--- config.mk ---
export PLATFORM = sky130hd
export DESIGN_NAME = fp_compare_pipe
export DESIGN_NICKNAME = d
export VERILOG_FILES = /design/src/rtl/fp_compare_pipe.sv
export SDC_FILE = /design/constraint.sdc
export NUM_CORES = 1
export LEC_CHECK = 0
export BUFFER_PORTS_ARGS = -buffer_cell sky130_fd_sc_hd__buf_2
export CAP_MARGIN = 0
export CORE_UTILIZATION = 58
export CTS_CLUSTER_DIAMETER = 60
export CTS_CLUSTER_SIZE = 24
export DETAILED_ROUTE_END_ITERATION = 8
export GPL_ROUTABILITY_DRIVEN = 1
export PLACE_DENSITY = 0.86
export SETUP_SLACK_MARGIN = 0.3
export SLEW_MARGIN = 30
export SYNTH_ARGS = -nofsm -noshare
export SYNTH_HDL_FRONTEND = slang
export SYNTH_SLANG_ARGS = --single-unit
export TNS_END_PERCENT = 10
--- constraint.sdc ---
create_clock -name clk -period 6.15 [get_ports clk]
set_input_delay 0.9225 -clock clk [delete_from_list [all_inputs] [get_ports clk]]
set_output_delay 0.9225 -clock clk [all_outputs]
set_load 0.01 [all_outputs]
--- src/rtl/fp_compare_pipe.sv ---
// Pipelined FloPoCo float comparator: LT/LE/EQ/GE/GT/NE/MIN/MAX.
// Ports: in_* operands/op/tag, out_* result, nan_cnt unordered stats.
module fp_compare_pipe #(
  parameter int WE    = 6,
  parameter int WF    = 11,
  parameter int LAT   = 1,
  parameter int TAG_W = 4
) (
  input  logic                 clk,
  input  logic                 rst,
  input  logic                 in_valid,
  input  logic [WE+WF+2:0]     in_a,
  input  logic [WE+WF+2:0]     in_b,
  input  logic [2:0]           in_op,
  input  logic [TAG_W-1:0]     in_tag,
  output logic                 out_valid,
  output logic                 out_flag,
  output logic [WE+WF+2:0]     out_val,
  output logic                 out_unord,
  output logic [TAG_W-1:0]     out_tag,
  output logic [15:0]          nan_cnt,
  input  logic                 cnt_clr
);

  localparam int W  = WE + WF + 3;
  localparam int KW = W - 1;

  typedef struct packed {
    logic             vld;
    logic [2:0]       op;
    logic [TAG_W-1:0] tag;
    logic [W-1:0]     a;
    logic [W-1:0]     b;
    logic [KW-1:0]    ka;
    logic [KW-1:0]    kb;
    logic             sa;
    logic             sb;
    logic             za;
    logic             zb;
    logic             na;
    logic             nb;
  } key_t;

  typedef struct packed {
    logic             vld;
    logic [2:0]       op;
    logic [TAG_W-1:0] tag;
    logic [W-1:0]     a;
    logic [W-1:0]     b;
    logic             lt;
    logic             eq;
    logic             un;
    logic             na;
  } cmp_t;

  // Zero operands collapse to an all-zero key, so +0/-0 and
  // any exp/frac garbage under exc=00 compare equal.
  function automatic logic [KW-1:0] key_of(logic [W-1:0] x);
    logic [KW-1:0] k;
    k = '0;
    if (x[W-1:W-2] != 2'b00) k = {x[W-1:W-2], x[W-4:0]};
    return k;
  endfunction

  key_t key_c, key_s;
  cmp_t cmp_c, cmp_s;

  always_comb begin
    key_c     = '0;
    key_c.vld = in_valid;
    key_c.op  = in_op;
    key_c.tag = in_tag;
    key_c.a   = in_a;
    key_c.b   = in_b;
    key_c.ka  = key_of(in_a);
    key_c.kb  = key_of(in_b);
    key_c.sa  = in_a[W-3];
    key_c.sb  = in_b[W-3];
    key_c.za  = (in_a[W-1:W-2] == 2'b00);
    key_c.zb  = (in_b[W-1:W-2] == 2'b00);
    key_c.na  = (in_a[W-1:W-2] == 2'b11);
    key_c.nb  = (in_b[W-1:W-2] == 2'b11);
  end

  if (LAT >= 2) begin : g_key
    key_t key_d, key_q;
    always_comb begin
      key_d     = key_q;
      key_d.vld = key_c.vld;
      if (key_c.vld) key_d = key_c;
    end
    always_ff @(posedge clk or posedge rst) begin
      if (rst) key_q <= '0;
      else     key_q <= key_d;
    end
    assign key_s = key_q;
  end else begin : g_nokey
    assign key_s = key_c;
  end

  always_comb begin
    logic bz;
    cmp_c     = '0;
    cmp_c.vld = key_s.vld;
    cmp_c.op  = key_s.op;
    cmp_c.tag = key_s.tag;
    cmp_c.a   = key_s.a;
    cmp_c.b   = key_s.b;
    cmp_c.na  = key_s.na;
    cmp_c.un  = key_s.na | key_s.nb;
    bz        = key_s.za & key_s.zb;
    if (!cmp_c.un) begin
      cmp_c.eq = (key_s.ka == key_s.kb) &&
                 ((key_s.sa == key_s.sb) || bz);
      if (bz)                    cmp_c.lt = 1'b0;
      else if (key_s.sa != key_s.sb) cmp_c.lt = key_s.sa;
      else if (!key_s.sa)        cmp_c.lt = key_s.ka < key_s.kb;
      else                       cmp_c.lt = key_s.ka > key_s.kb;
    end
  end

  if (LAT >= 3) begin : g_cmp
    localparam int NC = LAT - 2;
    cmp_t src   [NC];
    cmp_t cmp_d [NC];
    cmp_t cmp_q [NC];
    always_comb begin
      src[0] = cmp_c;
      for (int i = 1; i < NC; i++) src[i] = cmp_q[i-1];
      for (int i = 0; i < NC; i++) begin
        cmp_d[i]     = cmp_q[i];
        cmp_d[i].vld = src[i].vld;
        if (src[i].vld) cmp_d[i] = src[i];
      end
    end
    always_ff @(posedge clk or posedge rst) begin
      if (rst) begin
        for (int i = 0; i < NC; i++) cmp_q[i] <= '0;
      end else begin
        for (int i = 0; i < NC; i++) cmp_q[i] <= cmp_d[i];
      end
    end
    assign cmp_s = cmp_q[NC-1];
  end else begin : g_nocmp
    assign cmp_s = cmp_c;
  end

  logic         res_flag;
  logic [W-1:0] res_val;
  logic [W-1:0] unord_pick;

  // Unordered MIN/MAX propagate a NaN, preferring operand A.
  assign unord_pick = cmp_s.na ? cmp_s.a : cmp_s.b;

  always_comb begin
    res_flag = 1'b0;
    res_val  = cmp_s.a;
    unique case (cmp_s.op)
      3'd0: res_flag = cmp_s.lt;
      3'd1: res_flag = cmp_s.lt | cmp_s.eq;
      3'd2: res_flag = cmp_s.eq;
      3'd3: res_flag = !cmp_s.un & !cmp_s.lt;
      3'd4: res_flag = !cmp_s.un & !cmp_s.lt & !cmp_s.eq;
      3'd5: res_flag = !cmp_s.eq;
      3'd6: res_val  = cmp_s.un ? unord_pick :
                       (!cmp_s.lt && !cmp_s.eq) ? cmp_s.b : cmp_s.a;
      3'd7: res_val  = cmp_s.un ? unord_pick :
                       cmp_s.lt ? cmp_s.b : cmp_s.a;
      default: res_flag = 1'b0;
    endcase
  end

  logic             out_valid_d, out_valid_q;
  logic             out_flag_d, out_flag_q;
  logic [W-1:0]     out_val_d, out_val_q;
  logic             out_unord_d, out_unord_q;
  logic [TAG_W-1:0] out_tag_d, out_tag_q;
  logic [15:0]      nan_cnt_d, nan_cnt_q;
  logic             in_unord;

  always_comb begin
    out_valid_d = cmp_s.vld;
    out_flag_d  = out_flag_q;
    out_val_d   = out_val_q;
    out_unord_d = out_unord_q;
    out_tag_d   = out_tag_q;
    if (cmp_s.vld) begin
      out_flag_d  = res_flag;
      out_val_d   = res_val;
      out_unord_d = cmp_s.un;
      out_tag_d   = cmp_s.tag;
    end
  end

  assign in_unord = (in_a[W-1:W-2] == 2'b11) |
                    (in_b[W-1:W-2] == 2'b11);

  always_comb begin
    nan_cnt_d = nan_cnt_q;
    if (cnt_clr)
      nan_cnt_d = '0;
    else if (in_valid && in_unord && nan_cnt_q != 16'hFFFF)
      nan_cnt_d = nan_cnt_q + 16'd1;
  end

  always_ff @(posedge clk or posedge rst) begin
    if (rst) begin
      out_valid_q <= 1'b0;
      out_flag_q  <= 1'b0;
      out_val_q   <= '0;
      out_unord_q <= 1'b0;
      out_tag_q   <= '0;
      nan_cnt_q   <= '0;
    end else begin
      out_valid_q <= out_valid_d;
      out_flag_q  <= out_flag_d;
      out_val_q   <= out_val_d;
      out_unord_q <= out_unord_d;
      out_tag_q   <= out_tag_d;
      nan_cnt_q   <= nan_cnt_d;
    end
  end

  assign out_valid = out_valid_q;
  assign out_flag  = out_flag_q;
  assign out_val   = out_val_q;
  assign out_unord = out_unord_q;
  assign out_tag   = out_tag_q;
  assign nan_cnt   = nan_cnt_q;

endmodule
Yosys cells after proc, flatten, opt, wreduce, memory -nomap -nowiden. Index checks and enable logic that the tools add are counted.

Flip-flop bits (word level): 43. Latch bits: 0. RAM bits: 0. Bits in read-only memories: 0. Output and inout bits: 43. Logic and storage cells: 56. Memories: 0.

$add $sub $neg: 1. Multipliers: 0. Div/mod/pow operators: 0. Magnitude comparators: 2. Equality and inequality tests: 13. Shift operators: 0. Muxes and demuxes: 15. Bitwise gates (word level): 5. Reductions and logical operators: 14.

Operator list (number): $mux W20 (5); $pmux W20 S2 (1); $mux W19 (2); $mux W16 (2); $eq A19 B19 Y1 (1); $gt A19 B19 Y1 (1); $lt A19 B19 Y1 (1); $add A16 B1 Y16 const B (1); $ne A16 B16 Y1 const B (1); $eq A3 B3 Y1 const B (4); $eq A3 B2 Y1 const B (2); $pmux W1 S6 (1); $reduce_bool A2 Y1 (3); $eq A2 B2 Y1 const B (2); $logic_and A1 B1 Y1 (4); $logic_not A2 Y1 (2); $and A1 B1 Y1 (3); $eq A3 B1 Y1 const B (1); $logic_not A1 Y1 (3); $logic_not A3 Y1 (1); $mux W1 (3); $mux W2 (1); $or A1 B1 Y1 (2); $eq A1 B1 Y1 (1); other kinds (2) (2).

Longest topological paths before layout. Gate-level depths: netlist of the first run.

Depth in word-level cells: 12. Depth in mapped cells: 15. Depth with buffers taken out: 11.

Least setup slack after synthesis of the first run. OpenSTA, ideal clock, no wires.

Kind: input-to-reg. From: in in_a[19]. To: reg out_val_q[17] (netlist: out_val[17]). Library setup time: 0.076 ns. Arrival time: 3.804 ns. Required time: 6.074 ns. Slack: 2.269 ns. Stages on the path: 14. Path buffers: 3. Path through: buf_2 -> nor2_1 -> clkbuf_1 -> nor2_1 -> ha_1 -> nand4_1 -> nor4_4 -> nand3_2 -> mux2_2 -> a21o_1 -> and2_1 -> buf_6 -> a221o_1 -> o21ai_1.

Cells in the longest elaborated chain, start to end: 12. Elaborated cells between the ends (all ways): 24. Those cells by class: 2 x order compare; 2 x eq/ne; 11 x mux; 2 x bitwise; 7 x reduce/logical.

Ends and longest elaborated chain: start, declared (RTL line 12) `input logic [WE+WF+2:0] in_a,`; $reduce_bool A2 Y1 (RTL line 61) `if (x[W-1:W-2] != 2'b00) k = {x[W-1:W-2], x[W-4:0]};`; $mux W19 (RTL line 61); $lt A19 B19 Y1 / $gt A19 B19 Y1 (equally long branches) (RTL line 117, 118); $mux W1 (RTL line 117) `else if (!key_s.sa) cmp_c.lt = key_s.ka < key_s.kb;`; $mux W1 (RTL line 116) `else if (key_s.sa != key_s.sb) cmp_c.lt = key_s.sa;`; $mux W1 (RTL line 115) `if (bz) cmp_c.lt = 1'b0;`; $mux W2 (RTL line 112) `if (!cmp_c.un) begin`; $logic_not A1 Y1 (RTL line 166) `(!cmp_s.lt && !cmp_s.eq) ? cmp_s.b : cmp_s.a;`; $logic_and A1 B1 Y1 (RTL line 166); $mux W20 (RTL line 166); $mux W20 (RTL line 165) `3'd6: res_val = cmp_s.un ? unord_pick :`; $pmux W20 S2 * (RTL line 158) `unique case (cmp_s.op)`; end signal, assigned (RTL line 217) `out_val_q <= out_val_d;`; end, declared (RTL line 175) `logic [W-1:0] out_val_d, out_val_q;`.

Every way passes the cells marked *; elsewhere a longest branch is shown, timed or not. A chain may end at the register's enable or synchronous reset.

Final worst setup path of the first run.
From: in in_b[19]. To: reg out_val_q[18] (netlist: out_val[18]).

Cells in the longest elaborated chain, start to end: 12. Elaborated cells between the ends (all ways): 23. Those cells by class: 2 x order compare; 2 x eq/ne; 10 x mux; 2 x bitwise; 7 x reduce/logical.

Ends and longest elaborated chain: start, declared (RTL line 13) `input logic [WE+WF+2:0] in_b,`; $reduce_bool A2 Y1 (RTL line 61); $mux W19 (RTL line 61); $lt A19 B19 Y1 / $gt A19 B19 Y1 (equally long branches) (RTL line 117, 118); $mux W1 (RTL line 117); $mux W1 (RTL line 116); $mux W1 (RTL line 115); $mux W2 (RTL line 112); $logic_not A1 Y1 (RTL line 166); $logic_and A1 B1 Y1 (RTL line 166); $mux W20 (RTL line 166); $mux W20 (RTL line 165); $pmux W20 S2 * (RTL line 158).

Marks and branches as above.

==> out/results.txt, run 1 <==
routed wirelength normalized by instance count: 16.37 um
Max Buffers Root-to-Sink: 2
Antenna Cells: 0
transition at the pin with the smallest max-transition slack: 0.8831 ns
category of the critical setup timing path: input port to flip-flop
TritonCTS clock tree: done
library cell used as clock root buffer: sky130_fd_sc_hd__clkbuf_8
clock-pin slew reported for the worst setup and hold paths after clock tree synthesis: 0.09 ns
Die Y: 81.71 um
setup repair after global routing missed its margin: false
top-area cell type share of the netlist area: 0.2920
largest net degree at the start of global routing: 53
Post CTS Setup Buffer Count: 0
H-tree lvl count: 2
mean instance size in the synthesized netlist: 8.280 um2
outcome: finished clean
Site Rows: 28
hold_buf cts: 0
fraction of the yosys area taken by sequential cells: 0.2920
total wire length after detailed routing: 9642 um
async set or reset register ratio after synthesis: 1.000
area growth from synthesis to final layout: 14.23%
Port Buffer Count: 93
number of warnings issued by yosys: 0
peak supply drop: 0.1318 mV
post-DP HPWL: 6823 um
vias per cell: 6.416
Yosys reg bits: 43
Die Outline Area: 0.006676 mm2
Cell Area, Synth: 0.003685 mm2
initial core utilization: 0.6115
clock insertion delay at the later pin of the skew report: 0.30 ns
leakage power of the design: 1.942 nW
share of the clock period used by the worst path after layout: 0.7257
total power: 0.7675 mW
clock skew: 0.004224 ns
synthesized instance count: 445
total area of multi-input combinational cells: 0.002386 mm2
flip-flop and latch area: 0.001076 mm2
ratio of total power to cell area: 182.3 mW/mm2
most area-consuming cells after synthesis: sky130_fd_sc_hd__dfrtp_1, sky130_fd_sc_hd__ha_1, sky130_fd_sc_hd__mux2i_1
Final nets: 584
required time of the worst setup path: 6.35 ns
synth unique cells: 57
first-pass GRT wire length: 15940 um
Final Critical Period: 4.463 ns
synthesized net count: 516
Fillers: 500
commonest non-fill, non-tap cells in the layout: sky130_fd_sc_hd__buf_2, sky130_fd_sc_hd__nor2_1, sky130_fd_sc_hd__dfrtp_1
Core Area: 0.006026 mm2
count of nets left with antenna violations after detail routing: 0
Synth area leader: sky130_fd_sc_hd__dfrtp_1
data arrival time of the worst path: 4.66 ns
number of antenna violations at the first check in global routing: 0
DRC violation count after routing: 0
global routing usage summed across all routing layers: 0.3032
final hold violation count: 0
total clock buffers created by CTS: 5
DIE WIDTH: 81.71 um
largest fanout on the critical path: 21
Fmax achieved: 224.1 MHz
max capacitance violation total: 0
most common flop cell mapped by yosys: sky130_fd_sc_hd__dfrtp_1
total via count after detailed routing: 3779
Min-Delay Path Class: flip-flop to flip-flop
critical path endpoint category: flip-flop
most frequent standard cell in the layout excluding fill and tap cells: sky130_fd_sc_hd__buf_2
count of TritonRoute iterations in the first routing pass: 5
count of pins over their slew limit: 0
worst slack after detailed placement: 1.420 ns
ratio of cells with drive above 1 in the final layout: 0.2646
total grt overflow: 0
CTS sink count: 43
Resize count post-CTS: 0
Post-synth EDFFs: 0
critical path startpoint category: input port
Max-slew headroom: 0.4113
count of endpoints failing setup in the final report: 0
top-level I/O count: 94
routability congestion estimate from global placement: 0.8337
post-layout worst setup margin: 1.687 ns
final setup TNS: 0 ns
1st-iter DRT viols: 277
vias in the first global route: 3523
==> per-layer routing <==
metal,global-route usage,vias to the layer above,part of all wire
met3,0.05444,18,0.070
met1,0.3835,1799,0.42
met4,0.1211,0,0.017
li1,-,1787,-
met5,0,-,0
met2,0.5100,175,0.49
==> layout make-up <==
| type | count | area share |
|---|---|---|
| Clock inverter | 3 | 0.005648 |
| Clock buffer | 5 | 0.01635 |
| Multi-Input combinational cell | 348 | 0.5669 |
| Timing Repair Buffer | 96 | 0.1159 |
| Tap cell | 75 | 0.02229 |
| Inverter | 19 | 0.01724 |
| Sequential cell | 43 | 0.2556 |
==> Yosys cell counts, drive strengths merged, types with 2 or more instances <==
| cell type | n |
|---|---|
| and3 | 4 |
| or2 | 2 |
| and4 | 2 |
| nor2 | 43 |
| a31o | 17 |
| nand2b | 2 |
| dfrtp | 43 |
| a21boi | 5 |
| nand4 | 7 |
| a21o | 3 |
| a211oi | 18 |
| o21ai | 27 |
| nor4 | 2 |
| o221ai | 18 |
| and2 | 4 |
| clkbuf | 22 |
| nand2 | 35 |
| mux2i | 19 |
| a21oi | 26 |
| ha | 20 |
| buf | 13 |
| mux2 | 5 |
| o31ai | 2 |
| a221oi | 2 |
| xor2 | 10 |
| inv | 19 |
| a31oi | 18 |
| nor3 | 2 |
| nand3 | 11 |
| a311oi | 2 |
| nor2b | 23 |
| xnor2 | 5 |
==> critical path: stages <==
cell,delay [ns]
sky130_fd_sc_hd__buf_2,0.13
sky130_fd_sc_hd__or2_1,0.56
sky130_fd_sc_hd__nand2_1,0.15
sky130_fd_sc_hd__ha_1,0.34
sky130_fd_sc_hd__nand4_2,0.16
sky130_fd_sc_hd__nor4_4,0.41
sky130_fd_sc_hd__o21ai_1,0.16
sky130_fd_sc_hd__o211ai_1,0.15
sky130_fd_sc_hd__a21o_1,0.57
sky130_fd_sc_hd__and2_1,0.70
sky130_fd_sc_hd__a311oi_1,0.19
sky130_fd_sc_hd__o22a_1,0.20
==> registers in the layout, indices dropped and copies added (netlist names) <==
| signal | cells |
|---|---|
| out_val | 20 |
| nan_cnt | 16 |
| out_tag | 4 |
| out_flag | 1 |
| out_unord | 1 |
| out_valid | 1 |
==> cell families (layout without fill, tap and decap cells) <==
logic type,count (synthesis),count (layout),share of synthesized area
and+or+nand+nor,140,140,0.1925
adders and majority gates,20,20,0.06791
DFF,43,43,0.2920
AOI/OAI and AO/OA,149,149,0.2832
buffers and inverters,54,123,0.06180
xor gates and xnor gates,15,15,0.03565
muxes,24,24,0.06689
==> final timing paths <==
| kind | startpoint | end | slack [ns] | depth (start not counted) |
|---|---|---|---|---|
| max in group asynchronous | rst | out_val[17] | 4.97 | 2 |
| max | in_b[19] | out_val[18] | 1.69 | 12 |
| min | out_tag[1] | out_tag[1] | 0.51 | 1 |
| min in group asynchronous | rst | out_val[8] | 0.72 | 2 |
| min reg2reg | out_tag[1] | out_tag[1] | 0.51 | 1 |
| max reg2reg | nan_cnt[0] | nan_cnt[13] | 3.73 | 9 |
==> metrics by stage <==
stage | hold WS (ns) | std cells | util | area (um2)
3_3_place_gp | 0.4851 | 581 | 0.6829 | 4115
6_report | 0.5119 | 589 | 0.6985 | 4209
5_1_grt | 0.5249 | 589 | 0.6985 | 4209
3_5_place_dp | 0.4899 | 581 | 0.6829 | 4115
4_1_cts | 0.5143 | 589 | 0.6983 | 4208
2_1_floorplan | 0.5372 | 445 | - | 3685
==> power breakdown <==
part           internal [mW]  leakage (nW)  switching (mW)
sequential             0.304         0.547          0.0107
combinational          0.103          1.35           0.156
clock                 0.0814        0.0408           0.112
Note: power is estimated with default switching activity, not from simulation.
==> run 2, diff against run 1 <==
--- a/config.mk
+++ b/config.mk
@@ -5,14 +5,15 @@
 export SDC_FILE = /design/constraint.sdc
 export NUM_CORES = 1
 export LEC_CHECK = 0
+export ABC_AREA = 1
 export BUFFER_PORTS_ARGS = -buffer_cell sky130_fd_sc_hd__buf_2
 export CAP_MARGIN = 0
-export CORE_UTILIZATION = 58
+export CORE_UTILIZATION = 50
 export CTS_CLUSTER_DIAMETER = 60
 export CTS_CLUSTER_SIZE = 24
 export DETAILED_ROUTE_END_ITERATION = 8
 export GPL_ROUTABILITY_DRIVEN = 1
-export PLACE_DENSITY = 0.86
+export PLACE_DENSITY = 0.78
 export SETUP_SLACK_MARGIN = 0.3
 export SLEW_MARGIN = 30
 export SYNTH_ARGS = -nofsm -noshare
==> constraint.sdc (replaced) <==
create_clock -name clk -period 3.7 [get_ports clk]
set_input_delay 0.555 -clock clk [delete_from_list [all_inputs] [get_ports clk]]
set_output_delay 0.555 -clock clk [all_outputs]
set_load 0.01 [all_outputs]
==> run 2 against run 1 <==
  * Utilization shrank 9.6 points
  * Die area grew 29%
  * Final area grew 12%
  * Clock skew grew 0.011 ns
  * Combinational power grew 89%
  * Largest cell class unchanged
  * Power grew 76%
  * Worst setup slack lost 1.1 ns
  * Non-clock buffer count grew 9
  * Critical path type unchanged
  * Routed wire length grew 29%
  * Register-to-register slack lost 2.0 ns
==> out/results.txt, run 2 <==
vias per cell: 5.534 (was 6.416)
share of the clock period used by the worst path after layout: 0.8354
Die Y: 92.70 um (was 81.71 um)
data arrival time of the worst path: 3.29 ns (was 4.66 ns)
category of the critical setup timing path: input port to flip-flop (unchanged)
final setup TNS: 0 ns (unchanged)
synthesized instance count: 649 (was 445)
peak supply drop: 0.2315 mV (was 0.1318 mV)
Synth area leader: sky130_fd_sc_hd__dfrtp_1 (unchanged)
final hold violation count: 0 (unchanged)
initial core utilization: 0.5241 (was 0.6115)
largest net degree at the start of global routing: 44 (was 53)
count of endpoints failing setup in the final report: 0 (unchanged)
mean instance size in the synthesized netlist: 6.337 um2 (was 8.280 um2)
Resize count post-CTS: 0 (unchanged)
most area-consuming cells after synthesis: sky130_fd_sc_hd__dfrtp_1, sky130_fd_sc_hd__nand2_1, sky130_fd_sc_hd__inv_1 (was sky130_fd_sc_hd__dfrtp_1, sky130_fd_sc_hd__ha_1, sky130_fd_sc_hd__mux2i_1)
post-layout worst setup margin: 0.6090 ns (was 1.687 ns)
commonest non-fill, non-tap cells in the layout: sky130_fd_sc_hd__nand2_1, sky130_fd_sc_hd__buf_2, sky130_fd_sc_hd__inv_1 (was sky130_fd_sc_hd__buf_2, sky130_fd_sc_hd__nor2_1, sky130_fd_sc_hd__dfrtp_1)
Final Critical Period: 3.091 ns
cell total after placement: 825 (was 581)
first-pass GRT wire length: 20830 um (was 15940 um)
Port Buffer Count: 93 (unchanged)
Yosys reg bits: 43 (unchanged)
worst slack after detailed placement: 0.3540 ns (was 1.420 ns)
routability congestion estimate from global placement: 1.036 (was 0.8337)
clock-pin slew reported for the worst setup and hold paths after clock tree synthesis: 0.10 ns (was 0.09 ns)
final core utilization: 0.6028 (was 0.6985)
library cell used as clock root buffer: sky130_fd_sc_hd__clkbuf_8 (unchanged)
vias in the first global route: 4631 (was 3523)
DIE WIDTH: 92.70 um (was 81.71 um)
routed wirelength normalized by instance count: 14.93 um (was 16.37 um)
top-level I/O count: 94 (unchanged)
count of nets left with antenna violations after detail routing: 0 (unchanged)
top-area cell type share of the netlist area: 0.2616 (was 0.2920)
synthesized net count: 720 (was 516)
ratio of total power to cell area: 285.4 mW/mm2 (was 182.3 mW/mm2)
largest fanout on the critical path: 19 (was 21)
global routing usage summed across all routing layers: 0.3009 (was 0.3032)
post-route cell area: 0.004731 mm2 (was 0.004209 mm2)
most frequent standard cell in the layout excluding fill and tap cells: sky130_fd_sc_hd__nand2_1 (was sky130_fd_sc_hd__buf_2)
hold_buf cts: 0 (unchanged)
transition at the pin with the smallest max-transition slack: 0.7010 ns (was 0.8831 ns)
CTS sink count: 43 (unchanged)
clock skew: 0.01527 ns (was 0.004224 ns)
leakage power of the design: 2.635 nW (was 1.942 nW)
total grt overflow: 0 (unchanged)
Cell Area, Synth: 0.004113 mm2 (was 0.003685 mm2)
number of antenna violations at the first check in global routing: 0 (unchanged)
Post CTS Setup Buffer Count: 0 (unchanged)
placed cell areas: 0.004638 mm2 (was 0.004115 mm2)
Core Area: 0.007848 mm2 (was 0.006026 mm2)
critical path endpoint category: flip-flop (unchanged)
DRC violation count after routing: 0 (unchanged)
outcome: finished clean (unchanged)
max capacitance violation total: 0 (unchanged)
TritonCTS clock tree: done (unchanged)
Fmax achieved: 323.5 MHz
setup repair after global routing missed its margin: false (unchanged)
total wire length after detailed routing: 12440 um (was 9642 um)
Fillers: 786 (was 500)
1st-iter DRT viols: 393 (was 277)
post-DP HPWL: 8994 um (was 6823 um)
Max-slew headroom: 0.5315 (was 0.4113)
count of pins over their slew limit: 0 (unchanged)
synth unique cells: 40 (was 57)
async set or reset register ratio after synthesis: 1.000 (unchanged)
top post-synthesis cells by count: sky130_fd_sc_hd__nand2_1, sky130_fd_sc_hd__inv_1, sky130_fd_sc_hd__nand3_1, sky130_fd_sc_hd__dfrtp_1, sky130_fd_sc_hd__nor2_1 (was sky130_fd_sc_hd__dfrtp_1, sky130_fd_sc_hd__nor2_1, sky130_fd_sc_hd__nand2_1, sky130_fd_sc_hd__a21oi_1, sky130_fd_sc_hd__nor2b_1)
total power: 1.350 mW (was 0.7675 mW)
Antenna Cells: 0 (unchanged)
Post-Route Hold Slack: 0.3642 ns (was 0.5119 ns)
Site Rows: 32 (was 28)
Post-synth EDFFs: 0 (unchanged)
most frequent cell after synthesis: sky130_fd_sc_hd__nand2_1
total clock buffers created by CTS: 5 (unchanged)
ratio of cells with drive above 1 in the final layout: 0.2120 (was 0.2646)
required time of the worst setup path: 3.90 ns (was 6.35 ns)
clock insertion delay at the later pin of the skew report: 0.31 ns (was 0.30 ns)
total via count after detailed routing: 4610 (was 3779)
Final nets: 801 (was 584)
number of warnings issued by yosys: 0 (unchanged)
number of flip-flops in the largest register: 20 (unchanged)
most common flop cell mapped by yosys: sky130_fd_sc_hd__dfrtp_1 (unchanged)
count of TritonRoute iterations in the first routing pass: 5 (unchanged)
number of standard cells in the final layout excluding fillers: 833 (was 589)
Max Buffers Root-to-Sink: 2 (unchanged)
H-tree lvl count: 2 (unchanged)
Die Outline Area: 0.008592 mm2 (was 0.006676 mm2)
critical path startpoint category: input port (unchanged)
fraction of the yosys area taken by sequential cells: 0.2616 (was 0.2920)
area growth from synthesis to final layout: 15.03% (was 14.23%)
Min-Delay Path Class: input port to asynchronous set/reset pin (was flip-flop to flip-flop)
## run 2: cell count changes after synthesis, moves of 16 or more
cell / previous run / this run
sky130_fd_sc_hd__nand2_1: 35 / 241
sky130_fd_sc_hd__inv_1: 19 / 89
sky130_fd_sc_hd__nand3_1: 10 / 48
sky130_fd_sc_hd__nor2b_1: 23 / 0
sky130_fd_sc_hd__o21ai_0: 11 / 33
sky130_fd_sc_hd__mux2i_1: 19 / 0
sky130_fd_sc_hd__o211ai_2: 0 / 18
sky130_fd_sc_hd__o221ai_1: 18 / 0
sky130_fd_sc_hd__a31o_2: 17 / 0
sky130_fd_sc_hd__a211oi_1: 18 / 2
## run 2: worst max-delay path, stage by stage
cell	delay, ns
sky130_fd_sc_hd__buf_2	0.14
sky130_fd_sc_hd__nor2_2	0.28
sky130_fd_sc_hd__buf_4	0.25
sky130_fd_sc_hd__nor2_1	0.08
sky130_fd_sc_hd__ha_1	0.30
sky130_fd_sc_hd__nand2_1	0.08
sky130_fd_sc_hd__nor2_2	0.12
sky130_fd_sc_hd__nand2_1	0.09
sky130_fd_sc_hd__nor3b_2	0.19
sky130_fd_sc_hd__nand2_1	0.08
sky130_fd_sc_hd__nand2_2	0.09
sky130_fd_sc_hd__nand2_4	0.08
sky130_fd_sc_hd__a21oi_4	0.49
sky130_fd_sc_hd__nand2_1	0.17
sky130_fd_sc_hd__o211ai_2	0.10
sky130_fd_sc_hd__nand2_1	0.07
sky130_fd_sc_hd__nand2_1	0.06
sky130_fd_sc_hd__nand2_1	0.05
## run 2: worst paths after layout
path                                  from          end  slack, ns  cells past startpoint
worst max-delay path              in_a[19]   out_val[8]       0.61                     18
worst min-delay path                   rst   out_tag[2]       0.36                      3
worst max register to register  nan_cnt[0]  nan_cnt[15]       1.77                     10
worst min register to register  out_tag[0]   out_tag[0]       0.48                      2
max in group asynchronous              rst    out_valid       2.92                      3
min in group clk                   cnt_clr   nan_cnt[8]       0.44                      2
## run 2: metal layers
layer	track usage	wire length (um)
met1	0.3538	5012
met2	0.5500	6218
met3	0.04433	931
met4	0.1128	277
met5	0	0
## run 2: layout make-up
type | count | area [um2] | share of cell area
multi-input cells | 482 | 2517 | 0.5321
flip-flops and latches | 43 | 1076 | 0.2275
repair buffers | 105 | 568.0 | 0.1201
inverters | 93 | 349.1 | 0.07379
well taps | 102 | 127.6 | 0.02698
clock buffers | 5 | 68.82 | 0.01455
clock inverters | 3 | 23.77 | 0.005025
## run 2: kinds of logic (layout without fill, tap and decap cells)
kind of cell / count (synthesis) / in the layout / share of synthesized area
flip-flops: 43 / 43 / 0.2616
AO/OA/AOI/OAI: 97 / 97 / 0.1740
AND/OR/NAND/NOR: 364 / 364 / 0.3745
adder cells (fa/ha/maj): 20 / 20 / 0.06085
buffers and inverters: 124 / 206 / 0.1269
XOR/XNOR: 1 / 1 / 0.002130
## run 2: report_power, final
part	switching (mW)	internal [mW]	leakage, nW
Clock	0.194	0.136	0.0408
Combinational	0.316	0.173	2.04
Sequential	0.0235	0.509	0.550
Total	0.533	0.817	2.63
==> run 3, diff against run 2 <==
--- a/config.mk
+++ b/config.mk
@@ -8,12 +8,12 @@
 export ABC_AREA = 1
 export BUFFER_PORTS_ARGS = -buffer_cell sky130_fd_sc_hd__buf_2
 export CAP_MARGIN = 0
-export CORE_UTILIZATION = 50
+export CORE_UTILIZATION = 56
 export CTS_CLUSTER_DIAMETER = 60
 export CTS_CLUSTER_SIZE = 24
 export DETAILED_ROUTE_END_ITERATION = 8
 export GPL_ROUTABILITY_DRIVEN = 1
-export PLACE_DENSITY = 0.78
+export PLACE_DENSITY = 0.82
 export SETUP_SLACK_MARGIN = 0.3
 export SLEW_MARGIN = 30
 export SYNTH_ARGS = -nofsm -noshare
==> constraint.sdc (replaced) <==
create_clock -name clk -period 3 [get_ports clk]
set_input_delay 0.45 -clock clk [delete_from_list [all_inputs] [get_ports clk]]
set_output_delay 0.45 -clock clk [all_outputs]
set_load 0.01 [all_outputs]
==> run 3 against run 2 <==
  * Routed wire length increased by 6.8%
  * Count of clock-buffer cells in the layout unchanged
  * Cell count increased by 0.84%
  * Combinational power increased by 43%
  * Utilization increased by 11 points
  * Hold slack got worse by 0.075 ns
  * Worst setup slack got worse by 0.33 ns
  * Power increased by 28%
  * Critical path type unchanged
  * Critical endpoint is now out_val[12]
==> out/results.txt, run 3 (synthesis gave the netlist of run 2 again) <==
count of TritonRoute iterations in the first routing pass: 8 (was 5)
critical path startpoint category: input port (unchanged)
hold_buf cts: 0 (unchanged)
delay contributed by the slowest stage of the critical path: 0.32 ns (was 0.49 ns)
TritonCTS clock tree: done (unchanged)
placed cell areas: 0.004686 mm2 (was 0.004638 mm2)
Final Critical Period: 2.720 ns
vias per cell: 5.771 (was 5.534)
portion of total power attributed to combinational logic: 0.405 (was 0.362)
count of endpoints failing setup in the final report: 0 (unchanged)
count of nets left with antenna violations after detail routing: 0 (unchanged)
library cell used as clock root buffer: sky130_fd_sc_hd__clkbuf_8 (unchanged)
Site Rows: 30 (was 32)
DRC violation count after routing: 0 (unchanged)
1st-iter DRT viols: 351 (was 393)
Core Area: 0.006944 mm2 (was 0.007848 mm2)
number of antenna violations at the first check in global routing: 0 (unchanged)
critical-path cell list: buf_4 > nor2_4 > buf_6 > nor2_1 > ha_1 > nand2_2 > nor2_4 > nand2_2 > nor3b_2 > nand2_1 > nand2_2 > nand2_4 > buf_12 > a21oi_4 > buf_12 > nand2_1 > o211ai_2 > nand2_1 > nand2_1 > nand2_1 (was buf_2 > nor2_2 > buf_4 > nor2_1 > ha_1 > nand2_1 > nor2_2 > nand2_1 > nor3b_2 > nand2_1 > nand2_2 > nand2_4 > a21oi_4 > nand2_1 > o211ai_2 > nand2_1 > nand2_1 > nand2_1)
routability congestion estimate from global placement: 1.042 (was 1.036)
clock-pin slew reported for the worst setup and hold paths after clock tree synthesis: 0.09 ns (was 0.10 ns)
flip-flop and latch area: 0.001076 mm2 (unchanged)
total power: 1.722 mW (was 1.350 mW)
DIE WIDTH: 87.70 um (was 92.70 um)
post-DP HPWL: 9042 um (was 8994 um)
ratio of cells with drive above 1 in the final layout: 0.2513 (was 0.2120)
most frequent standard cell in the layout excluding fill and tap cells: sky130_fd_sc_hd__nand2_1 (unchanged)
routed wirelength normalized by instance count: 15.82 um (was 14.93 um)
top-level I/O count: 94 (unchanged)
Int Power: 1.048 mW (was 0.8172 mW)
post-route cell area: 0.004984 mm2 (was 0.004731 mm2)
vias in the first global route: 4370 (was 4631)
Min-Delay Path Class: input port to asynchronous set/reset pin (unchanged)
reg2reg start: nan_cnt[0] (unchanged)
clock skew: 0.009611 ns (was 0.01527 ns)
required time of the worst setup path: 3.20 ns (was 3.90 ns)
total grt overflow: 0 (unchanged)
Port Buffer Count: 93 (unchanged)
share of the clock period used by the worst path after layout: 0.9067
H-tree lvl count: 2 (unchanged)
CP most frequent cell: sky130_fd_sc_hd__nand2_1 (unchanged)
total wire length after detailed routing: 13290 um (was 12440 um)
data arrival time of the worst path: 2.92 ns (was 3.29 ns)
sw power: 0.6743 mW (was 0.5332 mW)
total area of multi-input combinational cells: 0.002599 mm2 (was 0.002517 mm2)
Fillers: 579 (was 786)
sequential fraction of design power: 0.382 (was 0.394)
leakage power of the design: 2.750 nW (was 2.635 nW)
first-pass GRT wire length: 20290 um (was 20830 um)
peak supply drop: 0.2794 mV (was 0.2315 mV)
global routing usage summed across all routing layers: 0.3365 (was 0.3009)
kind of cell adding the most delay to the critical path: simple AND/OR/NAND/NOR gates (unchanged)
reg-to-reg slack, setup: 1.07 ns (was 1.77 ns)
max capacitance violation total: 0 (unchanged)
Final nets: 816 (was 801)
clock insertion delay at the later pin of the skew report: 0.30 ns (was 0.31 ns)
Crit-path slowest cell: sky130_fd_sc_hd__ha_1 (was sky130_fd_sc_hd__a21oi_4)
Die Y: 87.70 um (was 92.70 um)
setup repair after global routing missed its margin: true (was false)
commonest non-fill, non-tap cells in the layout: sky130_fd_sc_hd__nand2_1, sky130_fd_sc_hd__buf_2, sky130_fd_sc_hd__inv_1 (unchanged)
area growth from synthesis to final layout: 21.17% (was 15.03%)
Max-slew headroom: 0.4895 (was 0.5315)
clock share of power: 0.213 (was 0.244)
Antenna Cells: 0 (unchanged)
total via count after detailed routing: 4848 (was 4610)
CTS sink count: 43 (unchanged)
outcome: finished clean (unchanged)
buffers plus inverters on the worst setup path: 4 (was 2)
cell total after placement: 824 (was 825)
ratio of total power to cell area: 345.6 mW/mm2 (was 285.4 mW/mm2)
switching share of power: 0.3915 (was 0.3949)
critical path endpoint category: flip-flop (unchanged)
category of the critical setup timing path: input port to flip-flop (unchanged)
Fmax achieved: 367.6 MHz
final hold violation count: 0 (unchanged)
transition at the pin with the smallest max-transition slack: 0.7639 ns (was 0.7010 ns)
initial core utilization: 0.5923 (was 0.5241)
worst reg2reg path endpoint: nan_cnt[10] (was nan_cnt[15])
count of pins over their slew limit: 0 (unchanged)
number of flip-flops in the largest register: 20 (unchanged)
number of standard cells in the final layout excluding fillers: 840 (was 833)
largest fanout on the critical path: 19 (unchanged)
Die Outline Area: 0.007690 mm2 (was 0.008592 mm2)
Max Buffers Root-to-Sink: 2 (unchanged)
largest net degree at the start of global routing: 44 (unchanged)
Worst Reg-to-Reg Cells: 11 (was 10)
total clock buffers created by CTS: 5 (unchanged)
==> run 3: worst min-delay path, cell delays in order <==
cell	delay, ns
sky130_fd_sc_hd__buf_2	0.10
sky130_fd_sc_hd__inv_1	0.04
sky130_fd_sc_hd__buf_4	0.47
==> run 3: worst max-delay path by stage <==
| stage | start | end | slack (ns) | depth (start not counted) |
|---|---|---|---|---|
| final | in_a[18] | out_val[12] | 0.28 | 20 |
| after global routing | in_a[18] | out_val[12] | 0.19 | 20 |
| after CTS | in_a[19] | out_val[2] | 0.33 | 21 |
| after detailed placement | in_b[19] | out_val[19] | -0.008 | 21 |
| after global placement | in_b[19] | out_val[2] | 0.1 | 21 |
| after floorplan | in_b[19] | out_val[18] | 0.32 | 18 |
==> run 3: final cells by class <==
type,instances,area share
well taps,96,0.02410
repair buffers,120,0.1526
clock inverters,1,0.001506
multi-input cells,482,0.5215
flip-flops and latches,43,0.2159
clock buffers,5,0.01381
inverters,93,0.07055
==> run 3: layer usage <==
| metal | vias to the layer above | GRT usage | share of wire |
|---|---|---|---|
| met1 | 2193 | 0.4205 | 0.38 |
| met3 | 77 | 0.04807 | 0.097 |
| met5 | - | 0 | 0 |
| met4 | 0 | 0.1371 | 0.042 |
| met2 | 304 | 0.5838 | 0.48 |
| li1 | 2274 | - | - |
==> run 3: power groups by stage <==
stage                     Sequential (mW)  Combinational [mW]  Clock [mW]
after floorplan                     0.687               0.381           0
after global placement              0.665               0.591           0
after detailed placement            0.668               0.609           0
after CTS                           0.657               0.614       0.372
after global routing                0.662               0.766       0.394
final                               0.658               0.698       0.367
==> run 3: timing repair <==
| item | CTS | global route |
|---|---|---|
| cloned | 0 | 5 |
| pin swaps | 0 | 21 |
| resized for setup | 2 | 34 |
| setup buffers | 0 | 5 |
| setup endpoints to repair | 7 | 21 |
| hold endpoints to repair | 0 | 0 |
==> run 3: stage by stage <==
stage | setup WS, ns | hold WS (ns) | utilization | setup TNS, ns
final | 0.2799 | 0.2891 | 0.7177 | 0
after floorplan | 0.3246 | 0.4814 | - | 0
after global placement | 0.09998 | 0.4502 | 0.6748 | 0
after detailed placement | -0.008271 | 0.4572 | 0.6748 | -0.02695
after CTS | 0.3331 | 0.3107 | 0.6865 | 0
after global routing | 0.1901 | 0.3408 | 0.7177 | 0
